`config.mk`:
```
export PLATFORM = sky130hd
export DESIGN_NAME = demux_1_8_deserializer
export DESIGN_NICKNAME = d
export VERILOG_FILES = /design/src/rtl/demux_1_8_deserializer.sv
export SDC_FILE = /design/constraint.sdc
export NUM_CORES = 1
export LEC_CHECK = 0
export CORE_MARGIN = 5
export CORE_UTILIZATION = 45
export DETAILED_ROUTE_END_ITERATION = 7
export HOLD_SLACK_MARGIN = 0.1
export PLACE_DENSITY = 0.68
export SETUP_SLACK_MARGIN = 0.1
export SYNTH_ARGS = -nofsm -noshare
export SYNTH_HDL_FRONTEND = slang
export SYNTH_SLANG_ARGS = --single-unit
```
`constraint.sdc`:
```
create_clock -name clk -period 4 [get_ports clk]
set_input_delay 0.6 -clock clk [delete_from_list [all_inputs] [get_ports clk]]
set_output_delay 0.6 -clock clk [all_outputs]
set_load 0.1 [all_outputs]
```
`src/rtl/demux_1_8_deserializer.sv`:
```
// demux_1_8_deserializer: reassembles an LSB-first serial stream into 8-bit frames,
// steering each accepted bit into the slot addressed by a 3-bit select counter.
module demux_1_8_deserializer (
   input  logic       clk,
   input  logic       reset_n,
   input  logic       serial_input,
   input  logic       valid_input,
   input  logic       start_input,
   output logic [7:0] data_output,
   output logic       data_valid_output,
   output logic       frame_error_output,
   output logic       busy_output,
   output logic [2:0] select_output
);
   typedef enum logic {IDLE, COLLECT} state_t;
   state_t     state;
   logic [2:0] sel;
   logic [6:0] staging;
   always_ff @(posedge clk or negedge reset_n) begin
      if (!reset_n) begin
         state              <= IDLE;
         sel                <= 3'd0;
         staging            <= 7'd0;
         data_output        <= 8'h00;
         data_valid_output  <= 1'b0;
         frame_error_output <= 1'b0;
      end else begin
         data_valid_output  <= 1'b0;
         frame_error_output <= 1'b0;
         if (valid_input) begin
            if (start_input) begin
               // a start while collecting abandons the partial frame
               frame_error_output <= (state == COLLECT);
               staging[0]         <= serial_input;
               sel                <= 3'd1;
               state              <= COLLECT;
            end else if (state == IDLE) begin
               frame_error_output <= 1'b1;
            end else if (sel == 3'd7) begin
               data_output       <= {serial_input, staging};
               data_valid_output <= 1'b1;
               sel               <= 3'd0;
               state             <= IDLE;
            end else begin
               staging[sel] <= serial_input;
               sel          <= sel + 3'd1;
            end
         end
      end
   end
   assign busy_output   = (state == COLLECT);
   assign select_output = sel;
endmodule

```
==> results by group, run 1 <==
Clock network
  – Setup Buffers After CTS: 0
  – Longest Clk Path Bufs: 2
  – Sink Count: 21
  – Cts bufs inserted: 3
  – Total number of H-tree levels: 1
  – Cts hold-fix bufs: 0
  – CTS tree: yes
  – Clk pin slew, worst setup/hold paths: 0.11 ns
  – Post-cts resize count: 0
  – Worst-Skew Late Latency: 0.30 ns
  – Root Driver: clkbuf_4

Route
  – Vias post-DR: 609
  – Drt drc: 0
  – Vias/cell: 5.21
  – Routed wire length: 1.56 mm
  – Initial detailed-routing violation count: 10
  – WL per Instance: 13.3 um
  – ANT nets after route: 0
  – Drt pass-1 iters: 4

Yosys
  – Warnings, synthesis: 0
  – Syn Area/Cell: 13.5 um2
  – Post-synth EDFFs: 0
  – Seq/Total Area, Yosys: 0.565
  – Mapped Cells: 69
  – Yosys top cell area share: 0.565
  – Mapped Area: 930 um2
  – Top area cells in the synthesized netlist: dfrtp_1 (57%), mux2_2 (9.7%), mux2_1 (6.1%)
  – Top cells by count, synth: dfrtp_1 (21), mux2_2 (8), mux2_1 (5), nand2_1 (5)
  – #FFs+latches synth: 21
  – Most instantiated library cell after synthesis: dfrtp_1
  – Netlist cell types: 21
  – Top FF cell, synth: dfrtp_1
  – Ys async rst share: 1.00
  – Yosys top cell by area: dfrtp_1
  – Mapped Nets: 77

Critical path
  – Max incr delay on CP: 1.20 ns
  – CP required: 3.40 ns
  – Crit-path slowest cell: clkdlybuf4s50_1
  – Delay-heaviest family, CP: buffers and inverters
  – R2R depth: 5
  – Flop2flop setup slack: 1.99 ns
  – Startpoint types: flip-flop
  – Reg2reg end: staging[4]$_DFFE_PN0P_
  – Crit Reg-Reg Startpoint: select_output[0]$_DFFE_PN0P_
  – WS Path Type: reg2out
  – Data arrival, critical path: 2.03 ns
  – CP endpoint kind: output pin
  – WP buf/inv: 1
  – Crit-path cells: clkdlybuf4s50_1
  – Crit-path max FO: 11

Global route
  – Via count of the first global-routing pass: 595
  – Largest net degree at the start of global routing: 22
  – First-pass GRT wire length: 2.72 mm
  – Total congestion overflow: 0
  – Initial antenna violation count: 0
  – Aggregate global-route resource usage: 0.112

Power
  – Leak pwr: 0.549 nW
  – Clock power share: 0.135
  – Switching pwr: 0.339 mW
  – Pint: 0.401 mW
  – PD cells: 635 nW/um2
  – Peak supply drop: 0.000373 V
  – Comb pwr share: 0.455
  – Flop pwr share: 0.410
  – Net switching fraction of the power: 0.458

Die
  – Area of the die: 3070 um2
  – Initial Util: 0.474
  – Die width: 55.5 um
  – Core Region: 1960 um2
  – Die Ht: 55.5 um
  – Rows: 16
  – Ports: 19

Hold path
  – Hold Path Cell Cnt: 1
  – Worst Hold Class: reg2reg
  – Worst hold start: staging[6]$_DFFE_PN0P_
  – Hold Path End: staging[6]$_DFFE_PN0P_

Timing
  – Worst Tran Pin Value: 0.969 ns
  – Clock skew: 0.00282 ns
  – RSZ-0062 raised after global routing: no
  – Hold Vio Cnt, Final: 0
  – Final worst path period need: 2.63 ns
  – Final setup fails: 0
  – Fin Setup TNS: 0 ns
  – Slew HR: 0.352
  – Max Clk Rate: 381 MHz
  – Final worst path period share: 0.656
  – Slew Viols, Final: 0

Status
  – Status: finished, final reports clean

Placement
  – IO buf count: 18
  – RePlAce Congestion: 0.762
  – Post-detail-place hpwl: 1.14 mm

Cells and area
  – Layout area overhead: 25.4%
  – Fin util: 0.594
  – Nets: 99
  – Share of cells above drive strength 1: 0.167
  – ANT cells: 0

Flow run
  – Max_cap viols: 0
==> metal layers <==
metal	track usage	share of wire	up-vias
met1	0.132	0.46	293
met5	0	0	-
met2	0.177	0.46	21
met3	0.0443	0.064	4
li1	-	-	291
met4	0.0521	0.013	0
==> kinds of logic (layout without fill, tap and decap cells) <==
group | count (synthesis) | after routing | synth area share
mux | 15 | 15 | 0.190
simple gates | 22 | 22 | 0.163
fa+ha+maj | 3 | 3 | 0.0404
compound gates | 4 | 4 | 0.0256
flops | 21 | 21 | 0.565
buf+inv | 4 | 25 | 0.0161
==> worst max path at each step <==
| stage | from | endpoint | slack, ns | cells past startpoint |
|---|---|---|---|---|
| 2_1_floorplan | select_output[1]$_DFFE_PN0P_ | staging[4]$_DFFE_PN0P_ | 1.61 | 5 |
| 3_3_place_gp | select_output[0]$_DFFE_PN0P_ | select_output[0] | 1.71 | 1 |
| 3_5_place_dp | select_output[0]$_DFFE_PN0P_ | select_output[0] | 1.71 | 1 |
| 4_1_cts | select_output[0]$_DFFE_PN0P_ | select_output[0] | 1.36 | 1 |
| 5_1_grt | select_output[0]$_DFFE_PN0P_ | select_output[0] | 1.29 | 1 |
| 6_report | select_output[0]$_DFFE_PN0P_ | select_output[0] | 1.37 | 1 |
==> layout make-up <==
class,count,area [um2]
well taps,27,33.8
inverters,3,11.3
fillers,177,796
multi-input cells,44,389
clock buffers,4,26.3
repair buffers,18,180
flip-flops and latches,21,526
==> power by group through the flow <==
stage               Clock, mW  Combinational (mW)  Sequential (mW)
global route            0.116               0.353            0.310
floorplan                   0              0.0727            0.491
detailed placement          0               0.339            0.309
CTS                     0.104               0.340            0.305
finish                  0.100               0.337            0.303
global placement            0               0.337            0.307
==> state kept, by name (all words and copies together) (netlist names) <==
name / count
data_output: 8
busy_output: 1
frame_error_output: 1
staging: 7
select_output: 3
data_valid_output: 1
==> cells in the final DEF, fill, tap and decap left out, drive strengths merged <==
cell / n
nor2: 3
o21ai: 2
clkbuf: 4
nand2b: 1
ha: 3
clkdlybuf4s50: 18
nand4b: 3
a21oi: 1
nand4: 1
nor4: 1
nand2: 5
nor2b: 3
and4bb: 3
mux2: 15
a22o: 1
inv: 3
dfrtp: 21
nand3: 2
==> per-stage QoR <==
| stage | hold WS [ns] | std cells | power [mW] | setup WS (ns) | area (um2) |
|---|---|---|---|---|---|
| 2_1_floorplan | 0.304 | 69 | 0.564 | 1.61 | 930 |
| 3_3_place_gp | 0.474 | 113 | 0.644 | 1.71 | 1140 |
| 3_5_place_dp | 0.481 | 113 | 0.649 | 1.71 | 1140 |
| 4_1_cts | 0.507 | 117 | 0.749 | 1.36 | 1170 |
| 5_1_grt | 0.523 | 117 | 0.779 | 1.29 | 1170 |
| 6_report | 0.501 | 117 | 0.740 | 1.37 | 1170 |
Power figures use the tool's default switching activity.
==> run 2, diff against run 1 <==
Clock period 4 ns to 2.6 ns, I/O delays scaled along.
==> run 2 against run 1 <==
Sequential share of layout area up 1.0 points. Core utilization down 1.3 points. Final cell count is 0.85% higher. Setup slack lost 0.79 ns. Sequential power is 54% higher. Count of clock-buffer cells in the layout down 1. First-iteration DRC count is 10% higher. Register-to-register slack worse by 1.4 ns. Die area did not move. Clock skew rose by 0.0025 ns. Total power is 51% higher. Non-clock buffer count is 1 higher.
==> results by group, run 2 (same netlist as run 1, synthesis figures left out) <==
Critical path
  – Startpoint types: flip-flop
  – WS Path Type: reg2reg
  – R2R depth: 5
  – CP endpoint kind: flip-flop
  – Crit-path max FO: 11
  – Data arrival, critical path: 2.20 ns
  – CP required: 2.79 ns

Route
  – WL per Instance: 12.9 um
  – ANT nets after route: 0
  – Drt drc: 0
  – Routed wire length: 1.52 mm
  – Drt pass-1 iters: 4
  – Vias post-DR: 601
  – Initial detailed-routing violation count: 11
  – Vias/cell: 5.09

Global route
  – Total congestion overflow: 0
  – Largest net degree at the start of global routing: 22
  – Initial antenna violation count: 0
  – Aggregate global-route resource usage: 0.113
  – Via count of the first global-routing pass: 583
  – First-pass GRT wire length: 2.72 mm

Clock network
  – CTS tree: yes
  – Cts bufs inserted: 3
  – Root Driver: clkbuf_4
  – Post-cts resize count: 0
  – Cts hold-fix bufs: 0
  – Total number of H-tree levels: 1
  – Setup Buffers After CTS: 0
  – Worst-Skew Late Latency: 0.29 ns
  – Clk pin slew, worst setup/hold paths: 0.11 ns
  – Longest Clk Path Bufs: 2
  – Sink Count: 21

Status
  – Status: finished, final reports clean

Placement
  – Placed Area: 1110 um2
  – IO buf count: 18
  – Post-detail-place hpwl: 1.12 mm
  – Placed cells: 114
  – Place WS: 0.521 ns
  – RePlAce Congestion: 0.818

Timing
  – Final worst path period share: 0.774
  – RSZ-0062 raised after global routing: no
  – Slew Viols, Final: 0
  – Final setup margin: 0.587 ns
  – Hold_ws: 0.421 ns
  – Slew HR: 0.764
  – Hold Vio Cnt, Final: 0
  – Max Clk Rate: 497 MHz
  – Worst Tran Pin Value: 0.353 ns
  – Final worst path period need: 2.01 ns
  – Final setup fails: 0
  – Clock skew: 0.00532 ns
  – Fin Setup TNS: 0 ns

Cells and area
  – Max reg flops: 8
  – Finished Cell Area: 1140 um2
  – Commonest non-fill, non-tap cell in the layout: dfrtp_1
  – Share of cells above drive strength 1: 0.341
  – ANT cells: 0
  – Biggest register: data_output
  – Nets: 100
  – Non-filler cells, final: 118
  – Commonest cells after routing, fill and taps aside: dfrtp_1 (21), buf_4 (15), mux2_2 (8), mux2_1 (5), nand2_1 (5)
  – Layout area overhead: 22.6%

Power
  – PD cells: 984 nW/um2
  – Peak supply drop: 0.000580 V
  – Leak pwr: 0.579 nW

Die
  – Rows: 16
  – Ports: 19
  – Die width: 55.5 um
  – Area of the die: 3070 um2
  – Initial Util: 0.474
  – Core Region: 1960 um2
  – Die Ht: 55.5 um

Flow run
  – Max_cap viols: 0

Hold path
  – Worst Hold Class: in2async
==> run 2: final cells by class <==
class / count / area [um2]
fill: 184 / 822
multi-input combinational: 44 / 389
sequential: 21 / 526
clock buffer: 3 / 22.5
clock inverter: 1 / 5.00
inverter: 3 / 11.3
timing repair buffer: 19 / 153
tap: 27 / 33.8
==> run 2: per-stage QoR <==
stage | total power, mW | utilization
2_1_floorplan | 0.867 | -
3_3_place_gp | 0.976 | 0.567
3_5_place_dp | 0.985 | 0.567
4_1_cts | 1.14 | 0.581
5_1_grt | 1.19 | 0.581
6_report | 1.12 | 0.581
==> run 2: worst paths after layout <==
path	start	to	slack, ns
worst min-delay path	reset_n	data_output[7]$_DFFE_PN0P_	0.42
worst max-delay path	select_output[0]$_DFFE_PN0P_	staging[4]$_DFFE_PN0P_	0.59
worst min register to register	staging[3]$_DFFE_PN0P_	staging[3]$_DFFE_PN0P_	0.50
min in group clk	staging[3]$_DFFE_PN0P_	staging[3]$_DFFE_PN0P_	0.50
max in group asynchronous	reset_n	data_output[5]$_DFFE_PN0P_	1.97
worst max register to register	select_output[0]$_DFFE_PN0P_	staging[4]$_DFFE_PN0P_	0.59
==> run 2: power by group <==
part           internal [mW]  total, mW  switching (mW)  leakage, nW
registers              0.407      0.466          0.0591        0.272
clock network         0.0572      0.149          0.0921       0.0177
logic                  0.137      0.506           0.369        0.290
total                  0.601       1.12           0.520        0.579
==> run 2: worst max-delay path, cell delays in order, from the launching register on <==
cell and delay, ns:
dfrtp_1 0.49, ha_1 0.25, ha_1 0.24, and4bb_4 0.39, and4bb_1 0.23, mux2_4 0.30
==> run 2: metal layers <==
layer,GRT usage,part of all wire,vias to the layer above
met1,0.141,0.44,291
met5,0,0,-
met3,0.0420,0.060,4
met4,0.0625,0.020,0
met2,0.167,0.47,14
li1,-,-,292
